--- src/rtl/keypad_scan_debounce.sv ---
// Row-scanning front end for the 4x3 matrix keypad. Each keypad row is driven
// low in turn and the active-low columns are sampled, which decodes one key per
// frame. The key is debounced over whole frames, and each physical press gives
// one key_valid pulse with its key_code.
module keypad_scan_debounce #(
    parameter int SCAN_DIV       = 50000,
    parameter int DEBOUNCE_SCANS = 4
) (
    input  logic       clk,
    input  logic       rst,
    input  logic [2:0] in_from_keypad,
    output logic [3:0] out_to_keypad,
    output logic       key_valid,
    output logic [3:0] key_code,
    output logic       key_held,
    output logic       multi_key
);

    localparam int DIV_W = (SCAN_DIV > 1) ? $clog2(SCAN_DIV) : 1;
    localparam int CNT_W = $clog2(DEBOUNCE_SCANS + 1);
    localparam logic [DIV_W-1:0] DIV_LAST = DIV_W'(SCAN_DIV - 1);
    localparam logic [CNT_W-1:0] CNT_MAX  = CNT_W'(DEBOUNCE_SCANS);
    localparam logic [CNT_W-1:0] CNT_ONE  = CNT_W'(1);

    typedef enum logic [1:0] {ST_IDLE, ST_CAND, ST_PRESSED, ST_REL} state_t;
    typedef enum logic [1:0] {FR_NONE, FR_SINGLE, FR_MULTI} frame_t;

    // Column synchronizer
    logic [2:0] col_meta, col_sync;

    // Scan and frame accumulation
    logic [DIV_W-1:0] div_cnt;
    logic [1:0]       row_idx;
    logic [1:0]       acc_n;       // keys seen so far this frame, 2 means "more than one"
    logic [3:0]       acc_code;
    logic             frame_done;
    frame_t           frame_res;
    logic [3:0]       frame_code;

    // Current-row decode
    logic [1:0] row_lows;
    logic [1:0] row_col;
    logic [2:0] tot;
    logic [1:0] tot_sat;
    logic [3:0] merged_code;

    // Debounce FSM
    state_t           state, state_n;
    logic [CNT_W-1:0] cnt, cnt_n;
    logic [3:0]       cand, cand_n;
    logic             valid_n, held_n;
    logic [3:0]       code_n;

    // Exactly one row driven low, selected by the row index
    assign out_to_keypad = ~(4'b0001 << row_idx);

    // Two-flop synchronizer on the asynchronous column lines
    always_ff @(posedge clk or posedge rst) begin
        if (rst) begin
            col_meta <= 3'b111;
            col_sync <= 3'b111;
        end else begin
            // NOTE: non-blocking assignments make both flops sample the old values, which builds a real two-stage chain.
            col_meta <= in_from_keypad;
            col_sync <= col_meta;
        end
    end

    // Count the low columns in the current row and merge them with earlier rows of this frame
    always_comb begin
        row_lows = {1'b0, ~col_sync[0]} + {1'b0, ~col_sync[1]} + {1'b0, ~col_sync[2]};
        if (!col_sync[0])      row_col = 2'd0;
        else if (!col_sync[1]) row_col = 2'd1;
        else                   row_col = 2'd2;
        tot         = {1'b0, acc_n} + {1'b0, row_lows};
        tot_sat     = (tot >= 3'd2) ? 2'd2 : tot[1:0];
        merged_code = (acc_n == 2'd0) ? ({2'b00, row_idx} * 4'd3 + {2'b00, row_col}) : acc_code;
    end

    // Row dwell timer, per-row sampling and frame result register
    always_ff @(posedge clk or posedge rst) begin
        if (rst) begin
            div_cnt    <= '0;
            row_idx    <= 2'd0;
            acc_n      <= 2'd0;
            acc_code   <= 4'd0;
            frame_done <= 1'b0;
            frame_res  <= FR_NONE;
            frame_code <= 4'd0;
            multi_key  <= 1'b0;
        end else begin
            frame_done <= 1'b0;
            if (div_cnt == DIV_LAST) begin
                div_cnt <= '0;
                row_idx <= row_idx + 2'd1;
                if (row_idx == 2'd3) begin
                    frame_done <= 1'b1;
                    frame_code <= merged_code;
                    multi_key  <= (tot > 3'd1);
                    if (tot == 3'd0)      frame_res <= FR_NONE;
                    else if (tot == 3'd1) frame_res <= FR_SINGLE;
                    else                  frame_res <= FR_MULTI;
                    acc_n    <= 2'd0;
                    acc_code <= 4'd0;
                end else begin
                    acc_n    <= tot_sat;
                    acc_code <= merged_code;
                end
            end else begin
                div_cnt <= div_cnt + 1'b1;
            end
        end
    end

    // Debounce state and output registers
    always_ff @(posedge clk or posedge rst) begin
        if (rst) begin
            state     <= ST_IDLE;
            cnt       <= '0;
            cand      <= 4'd0;
            key_valid <= 1'b0;
            key_code  <= 4'd0;
            key_held  <= 1'b0;
        end else begin
            state     <= state_n;
            cnt       <= cnt_n;
            cand      <= cand_n;
            key_valid <= valid_n;
            key_code  <= code_n;
            key_held  <= held_n;
        end
    end

    // Debounce next-state: advances once per completed frame
    always_comb begin
        // NOTE: every output gets a default first, so no path leaves a value unassigned and no latch is inferred.
        state_n = state;
        cnt_n   = cnt;
        cand_n  = cand;
        valid_n = 1'b0;
        code_n  = key_code;
        held_n  = key_held;
        if (frame_done) begin
            unique case (state)
                ST_IDLE, ST_CAND: begin
                    if (frame_res == FR_SINGLE) begin
                        state_n = ST_CAND;
                        if (state == ST_CAND && frame_code == cand) begin
                            cnt_n = (cnt == CNT_MAX) ? cnt : cnt + 1'b1;
                        end else begin
                            cand_n = frame_code;
                            cnt_n  = CNT_ONE;
                        end
                        if (cnt_n >= CNT_MAX) begin
                            valid_n = 1'b1;
                            code_n  = cand_n;
                            held_n  = 1'b1;
                            state_n = ST_PRESSED;
                            cnt_n   = '0;
                        end
                    end else begin
                        state_n = ST_IDLE;
                        cnt_n   = '0;
                    end
                end
                ST_PRESSED, ST_REL: begin
                    if (frame_res == FR_NONE) begin
                        state_n = ST_REL;
                        if (state == ST_REL) cnt_n = (cnt == CNT_MAX) ? cnt : cnt + 1'b1;
                        else                 cnt_n = CNT_ONE;
                        if (cnt_n >= CNT_MAX) begin
                            held_n  = 1'b0;
                            state_n = ST_IDLE;
                            cnt_n   = '0;
                        end
                    end else begin
                        state_n = ST_PRESSED;
                        cnt_n   = '0;
                    end
                end
            endcase
        end
    end

endmodule

--- config.mk ---
export PLATFORM = sky130hd
export DESIGN_NAME = keypad_scan_debounce
export DESIGN_NICKNAME = d
export VERILOG_FILES = /design/src/rtl/keypad_scan_debounce.sv
export SDC_FILE = /design/constraint.sdc
export NUM_CORES = 1
export LEC_CHECK = 0
export BUFFER_PORTS_ARGS = -buffer_cell sky130_fd_sc_hd__buf_2
export CAP_MARGIN = 20
export CORE_MARGIN = 10
export CORE_UTILIZATION = 55
export DETAILED_ROUTE_END_ITERATION = 16
export GPL_TIMING_DRIVEN = 0
export PLACE_DENSITY = 0.72
export REMOVE_ABC_BUFFERS = 1
export SYNTH_ARGS = -nofsm -noshare
export SYNTH_HDL_FRONTEND = slang
export SYNTH_SLANG_ARGS = --single-unit
--- constraint.sdc ---
create_clock -name clk -period 2.6 [get_ports clk]
set_input_delay 0.52 -clock clk [delete_from_list [all_inputs] [get_ports clk]]
set_output_delay 0.52 -clock clk [all_outputs]
set_load 0.02 [all_outputs]
==> results of run 1 <==
cell type report:
cell class / instances / area (µm²) / area share [%]
clock buffer: 7 / 86.3 / 3.06
inverter: 20 / 75.1 / 2.66
clock inverter: 1 / 30.0 / 1.06
timing repair buffer: 19 / 123 / 4.35
multi-input combinational: 143 / 1110 / 39.3
sequential: 53 / 1330 / 47.3
tap: 52 / 65.1 / 2.31
synth_stat cells (all sizes together), types with 2 or more instances:
cell    count
buf         2
a31oi       4
clkbuf      4
nand2b      2
o21a        2
nand2       8
ha         10
dfstp       6
fa          4
mux2       13
nor2       20
mux2i       3
xnor2       6
inv        20
o21ai       3
or4bb       2
nand4       7
a21oi       4
and4        3
xor2       10
nor4bb      3
nor2b       6
o22ai       5
and2        2
nand3      10
dfrtp      47
a21o        4
and3        2
power groups by stage:
| stage | registers, mW | logic, mW | clock network (mW) |
|---|---|---|---|
| floorplan | 0.850 | 0.0257 | 0 |
| global placement | 0.850 | 0.0355 | 0 |
| detailed placement | 0.851 | 0.0405 | 0 |
| CTS | 0.835 | 0.0413 | 0.586 |
| global route | 0.835 | 0.0467 | 0.621 |
| finish | 0.834 | 0.0399 | 0.566 |
how the worst max path moves through the flow:
| stage | slack, ps | depth (start not counted) | end | startpoint |
|---|---|---|---|---|
| 2_1_floorplan | 20 | 4 | frame_code[1]$_DFFE_PP0P_ | div_cnt[13]$_DFF_PP0_ |
| 3_3_place_gp | -410 | 4 | frame_code[3]$_DFFE_PP0P_ | div_cnt[13]$_DFF_PP0_ |
| 3_5_place_dp | -20 | 5 | frame_code[1]$_DFFE_PP0P_ | div_cnt[13]$_DFF_PP0_ |
| 4_1_cts | 180 | 5 | frame_code[1]$_DFFE_PP0P_ | div_cnt[13]$_DFF_PP0_ |
| 5_1_grt | 60 | 6 | frame_code[1]$_DFFE_PP0P_ | div_cnt[0]$_DFF_PP0_ |
| 6_report | 200 | 5 | frame_code[1]$_DFFE_PP0P_ | div_cnt[13]$_DFF_PP0_ |
layer usage:
layer,global-route usage [%],share of wire (%),up-vias,wire length (µm)
li1,-,-,803,-
met1,15.5,47,805,2030
met2,19.8,46,29,1980
met3,3.90,4.9,9,212
met4,4.71,1.9,0,82
met5,0,0,-,0
state kept, by name, summed over array words and instances, names as in the netlist, 2 cells and up:
register	flops
col_meta	3
cand	4
frame_code	4
div_cnt	16
cnt	3
frame_res	2
acc_n	2
state	2
col_sync	3
acc_code	4
key_code	4
row_idx	2
metrics by stage:
stage	utilization [%]	cell area, µm²
after CTS	63.9	2820
after detailed placement	61.1	2700
after global placement	60.2	2660
after floorplan	-	2520
final	63.9	2820
after global routing	63.9	2820
logic make-up (layout without fill, tap and decap cells):
logic type | count (synthesis) | after routing
AOI/OAI and AO/OA | 27 | 27
xor gates and xnor gates | 16 | 16
adders and majority gates | 14 | 14
buffers and inverters | 26 | 47
DFF | 53 | 53
muxes | 16 | 16
and+or+nand+nor | 70 | 70
what timing repair did:
item	4_1_cts	5_1_grt
hold endpoints to repair	0	0
resized for setup	0	0
buffers inserted	1	0
setup endpoints to repair	3	0
hold buffers	0	0
==> metrics.yaml, run 1 <==
synth:
  simple_gate_share_of_the_synthesized_area_pct: 15.9
  ys_flop_type: "sky130_fd_sc_hd__dfrtp_1"
  avgSynthCellArea_um2: 11.5
  yosysTopAreaCellShare_pct: 46.2
  synthAdderAreaFrac_pct: 8.06
  synth_top_family_by_area: "simple AND/OR/NAND/NOR gates"
  synth_compound_area_share_pct: 7.13
  netlist_top_cells_area: "sky130_fd_sc_hd__dfrtp_1 46%, sky130_fd_sc_hd__dfstp_2 6.2%, sky130_fd_sc_hd__ha_1 4.9%"
  synth_mux_area_share_pct: 6.93
  yosysTopAreaCell: "sky130_fd_sc_hd__dfrtp_1"
  yosysWarningCount: 0
  synth.ff_latch_count: 53
  xor_xnor_cell_area_share_of_the_yosys_netlist_pct: 5.51
  synth.lib_cells_used.distinct: 40
  number_of_standard_cells_after_synthesis: 222
  ys_seq_area_share_pct: 52.4
  synth-async-reset-ratio_pct: 100
  synth_edf_count: 0
  mappedNetlistArea_um2: 2540
worst_setup_path:
  critPathKind: "reg -> reg"
  crit_path_start_kind: "flop"
  data_required_time_at_the_worst_endpoint_ps: 2790
  cp_data_arrival_time_ps: 2590
  cp_top_family: "simple AND/OR/NAND/NOR gates"
  timing.critical_path.to_type: "flop"
  critical-path-max-stage-delay_ps: 560
  timing.rr.end: "frame_code[1]$_DFFE_PP0P_"
  r2r_slack_ps: 200
  slowest_stage: "sky130_fd_sc_hd__or4bb_1"
  path_buf_inv: 1
  regToRegStartpoint: "div_cnt[13]$_DFF_PP0_"
  series_of_cell_instances_along_the_critical_path: "or4bb_1 > nor4_4 > buf_8 > and2_1 > mux2_1"
  critPathMaxFanout: 19
  timing.reg2reg.worst_path_depth: 5
floorplanning:
  die_w_um: 88.0
  die_height_um: 88.0
  dieArea_um2: 7750
  top_level_ports: 16
  start_util_pct: 57.7
  std_cell_rows: 24
  core_area_um2: 4410
cells_and_area:
  filler_cell_count: 359
  final_layout_size_suffix_gt1_share_pct: 18.1
  num_antenna_cells: 0
  leading_cell_type_in_the_layout_fill_and_taps_excluded: "sky130_fd_sc_hd__dfrtp_1"
  num-nets-final: 261
  instances_no_fill: 295
  final_cell_mix: "47 x sky130_fd_sc_hd__dfrtp_1, 20 x sky130_fd_sc_hd__nor2_1, 19 x sky130_fd_sc_hd__inv_1"
  syn_to_final_growth_pct: 10.9
clocking:
  max-clock-path-buffers: 2
  cts.clk_slew.worst_paths_ps: 90
  cts_htree_levels: 2
  cts-buffers-inserted: 5
  cts-root-buf: "sky130_fd_sc_hd__clkbuf_8"
  clock_insertion_delay_worst_skew_ps: 300
  cts_num_sinks: 53
  cts_tree: "yes"
grt:
  grt_antenna_before_repair: 0
  number_of_global_route_vias_before_repair: 1718
  grt-ovfl-total: 0
  grt_pass1_wl_um: 7730
  grt_start_max_net_pins: 41
  globalRouteTotalUtil_pct: 12.4
sta:
  slew_headroom_pct: 50.4
  period_minus_slack_ps: 2400
  finalSetupTns_ps: 0
  setup_viol: 0
  finalHoldViolations: 0
  finalMaxSlewViolations: 0
  worst_clock_skew_ps: 4.54
  transition_time_at_the_pin_with_the_least_slew_margin_ps: 733
  layout_setup_ws_ps: 199
  period_share_pct: 92.4
  timing.hold.ws_ps: 155
  max_clock_freq_mhz: 416
  grt_setup_unrepaired: "no"
drt:
  drt-pass1-iter-count: 4
  via_count: 1646
  detail_route.wl_per_cell_um: 14.6
  dr.first_iter.drc_count: 62
  avgViaCountPerCell: 5.58
  finalWirelength_um: 4310
  drc_errors: 0
  ant_nets: 0
placed_design:
  placement.setup.worst_slack_ps: -16.8
  hpwlAfterDp_um: 3000
  io_buffer_count: 15
  gpl.final_weighted_congestion: 0.781
  dp.cells: 286
power:
  p_leak_nw: 1.42
  seq_power_share_pct: 57.9
  power.share.clock_pct: 39.3
  sw_frac_of_total_pct: 19.6
  power-per-cell-area_nw_per_um2: 511
  power.ir.vdd_worst_mv: 0.495
  internal_power_mw: 1.16
  net-switching-power_uw: 282
  combPwrFrac_pct: 2.8
  total_power_mw: 1.44
status:
  status: "finished, final reports clean"
min_path:
  holdCritPathClass: "in -> async"
flow_run:
  cap_violations: 0
(Power assumes the default switching activity.)
==> run 2, diff against run 1 <==
- clock period: 2.6 -> 3 ns (I/O delays scaled with it)
==> metrics.yaml, run 2 (same netlist as run 1, synthesis figures left out) <==
status:
  status: "finished, final reports clean"  # unchanged
power:
  net-switching-power_uw: 245  # was 282 µW
  combPwrFrac_pct: 2.8  # about the same
  seq_power_share_pct: 57.9  # about the same
  power.share.clock_pct: 39.3  # about the same
  sw_frac_of_total_pct: 19.6  # about the same
  power.ir.vdd_worst_mv: 0.429  # was 0.495 mV
  total_power_mw: 1.25  # was 1.44 mW
  internal_power_mw: 1.00  # was 1.16 mW
  p_leak_nw: 1.42  # about the same
  power-per-cell-area_nw_per_um2: 444  # was 511 nW/µm²
floorplanning:
  die_w_um: 88.0  # unchanged
  top_level_ports: 16  # unchanged
  core_area_um2: 4410  # unchanged
  start_util_pct: 57.7  # unchanged
  std_cell_rows: 24  # unchanged
  dieArea_um2: 7750  # unchanged
  die_height_um: 88.0  # unchanged
clocking:
  post_cts_hold_buffer_count: 0  # unchanged
  cts_setup_buffers: 0  # was 1
  cts_htree_levels: 2  # unchanged
  cts-root-buf: "sky130_fd_sc_hd__clkbuf_8"  # unchanged
  cts_num_sinks: 53  # unchanged
  cts.clk_slew.worst_paths_ps: 90  # about the same
  resized_cells_post_cts: 0  # unchanged
  cts-buffers-inserted: 5  # unchanged
  clock_insertion_delay_worst_skew_ps: 300  # about the same
  cts_tree: "yes"  # unchanged
  max-clock-path-buffers: 2  # unchanged
sta:
  worst_clock_skew_ps: 4.77  # was 4.54 ps
  transition_time_at_the_pin_with_the_least_slew_margin_ps: 733  # about the same
  setup_viol: 0  # unchanged
  slew_headroom_pct: 50.4  # about the same
  finalMaxSlewViolations: 0  # unchanged
  finalHoldViolations: 0  # unchanged
  period_share_pct: 87.5  # was 92.4%
  timing.hold.ws_ps: 233  # was 155 ps
  max_clock_freq_mhz: 381  # was 416 MHz
  grt_setup_unrepaired: "no"  # unchanged
  period_minus_slack_ps: 2630  # was 2400 ps
worst_setup_path:
  timing.critical_path.to_type: "flop"  # unchanged
  series_of_cell_instances_along_the_critical_path: "or4b_1 > nor4_4 > buf_8 > and2_1 > mux2_1"  # was or4bb_1 > nor4_4 > buf_8 > and2_1 > mux2_1
  critical-path-max-stage-delay_ps: 580  # was 560 ps
  critPathMaxFanout: 19  # unchanged
  slowest_stage: "sky130_fd_sc_hd__or4b_1"  # was sky130_fd_sc_hd__or4bb_1
  crit_path_start_kind: "flop"  # unchanged
  timing.reg2reg.worst_path_depth: 5  # unchanged
  timing.rr.end: "frame_code[1]$_DFFE_PP0P_"  # unchanged
  crit_start: "div_cnt[7]$_DFF_PP0_"  # was div_cnt[13]$_DFF_PP0_
  critPathKind: "reg -> reg"  # unchanged
  cp_top_family: "simple AND/OR/NAND/NOR gates"  # unchanged
  r2r_slack_ps: 370  # was 200 ps
  cp_data_arrival_time_ps: 2810  # was 2590 ps
  path_buf_inv: 1  # unchanged
  data_required_time_at_the_worst_endpoint_ps: 3190  # was 2790 ps
  cp.depth: 5  # unchanged
  regToRegStartpoint: "div_cnt[7]$_DFF_PP0_"  # was div_cnt[13]$_DFF_PP0_
  crit_path_end: "frame_code[1]$_DFFE_PP0P_"  # unchanged
cells_and_area:
  filler_cell_count: 359  # unchanged
  regMostFlops: "div_cnt"  # unchanged
  leading_cell_type_in_the_layout_fill_and_taps_excluded: "sky130_fd_sc_hd__dfrtp_1"  # unchanged
  final_layout_size_suffix_gt1_share_pct: 17.8  # was 18.1%
  syn_to_final_growth_pct: 10.6  # was 10.9%
  layout.core_utilization_pct: 63.7  # was 63.9%
  num_antenna_cells: 0  # unchanged
  num-nets-final: 260  # was 261
  final_cell_mix: "47 x sky130_fd_sc_hd__dfrtp_1, 20 x sky130_fd_sc_hd__nor2_1, 19 x sky130_fd_sc_hd__inv_1"  # unchanged
  final_design_area_no_fill_um2: 2810  # was 2820 µm²
  largest_reg_flops: 16  # unchanged
drt:
  drt-pass1-iter-count: 4  # unchanged
  detail_route.wl_per_cell_um: 14.5  # was 14.6 µm
  ant_nets: 0  # unchanged
  dr.first_iter.drc_count: 59  # was 62
  drc_errors: 0  # unchanged
  via_count: 1638  # was 1646
  avgViaCountPerCell: 5.57  # was 5.58
  finalWirelength_um: 4270  # was 4310 µm
grt:
  grt-ovfl-total: 0  # unchanged
  grt_start_max_net_pins: 41  # unchanged
  globalRouteTotalUtil_pct: 12.4  # about the same
  use_met3_pct: 3.90  # unchanged
  global_route_met2_usage_pct: 19.6  # was 19.8%
  number_of_global_route_vias_before_repair: 1712  # was 1718
  top_usage_layer: "met2"  # unchanged
  groute.layer.met1.usage_pct: 15.4  # was 15.5%
  grt_pass1_wl_um: 7680  # was 7730 µm
  grt_antenna_before_repair: 0  # unchanged
flow_run:
  cap_violations: 0  # unchanged
min_path:
  holdCritPathClass: "in -> async"  # unchanged
placed_design:
  hpwlAfterDp_um: 3000  # unchanged
  placedInstanceArea_um2: 2700  # unchanged
  io_buffer_count: 15  # unchanged
  gpl.final_weighted_congestion: 0.781  # unchanged
[run 2: cell count changes in the layout (fill, tap and decap cells not counted)]
cell,before,now
sky130_fd_sc_hd__buf_4,1,0
[run 2: how the worst min path moves through the flow]
stage | start | to | slack, ps | cells past startpoint
detailed placement | col_meta[2]$_DFF_PP1_ | col_sync[2]$_DFF_PP1_ | 350 | 0
floorplan | col_meta[0]$_DFF_PP1_ | col_sync[0]$_DFF_PP1_ | 350 | 0
finish | rst | row_idx[1]$_DFFE_PP0N_ | 230 | 2
global placement | col_meta[0]$_DFF_PP1_ | col_sync[0]$_DFF_PP1_ | 350 | 0
CTS | rst | row_idx[1]$_DFFE_PP0N_ | 230 | 2
global route | rst | acc_code[0]$_DFFE_PP0N_ | 250 | 2
[run 2: worst reg2reg max path, delay by kind of cell (launching register included)]
kind	cells	cell delay, ps
multiplexers	1	360
buffers and inverters	1	240
AND/OR/NAND/NOR	3	1460
flip-flops	1	450
[run 2: routing by layer]
metal / wire length [µm] / vias to the layer above
met5: 0 / -
met4: 82 / 0
met3: 216 / 9
met2: 1970 / 31
met1: 2010 / 796
li1: - / 802
[run 2: through the flow]
stage	std cells	TNS (ps)	setup WS, ps
after global routing	294	0	207
after global placement	283	-38.0	-13.6
after CTS	294	0	349
final	294	0	374
after detailed placement	286	0	383
after floorplan	216	0	421
[run 2: layout make-up]
class | instances | area, µm² | share of cell area, %
inverters | 20 | 75.1 | 2.67
flip-flops and latches | 53 | 1330 | 47.4
clock buffers | 7 | 86.3 | 3.07
repair buffers | 18 | 115 | 4.09
clock inverters | 1 | 30.0 | 1.07
multi-input cells | 143 | 1110 | 39.4
well taps | 52 | 65.1 | 2.31
[run 2: power groups by stage]
stage	Sequential, mW	Clock (mW)	Combinational (mW)
floorplan	0.737	0	0.0222
global placement	0.737	0	0.0307
detailed placement	0.737	0	0.0351
CTS	0.723	0.508	0.0358
global route	0.724	0.538	0.0405
finish	0.723	0.491	0.0347
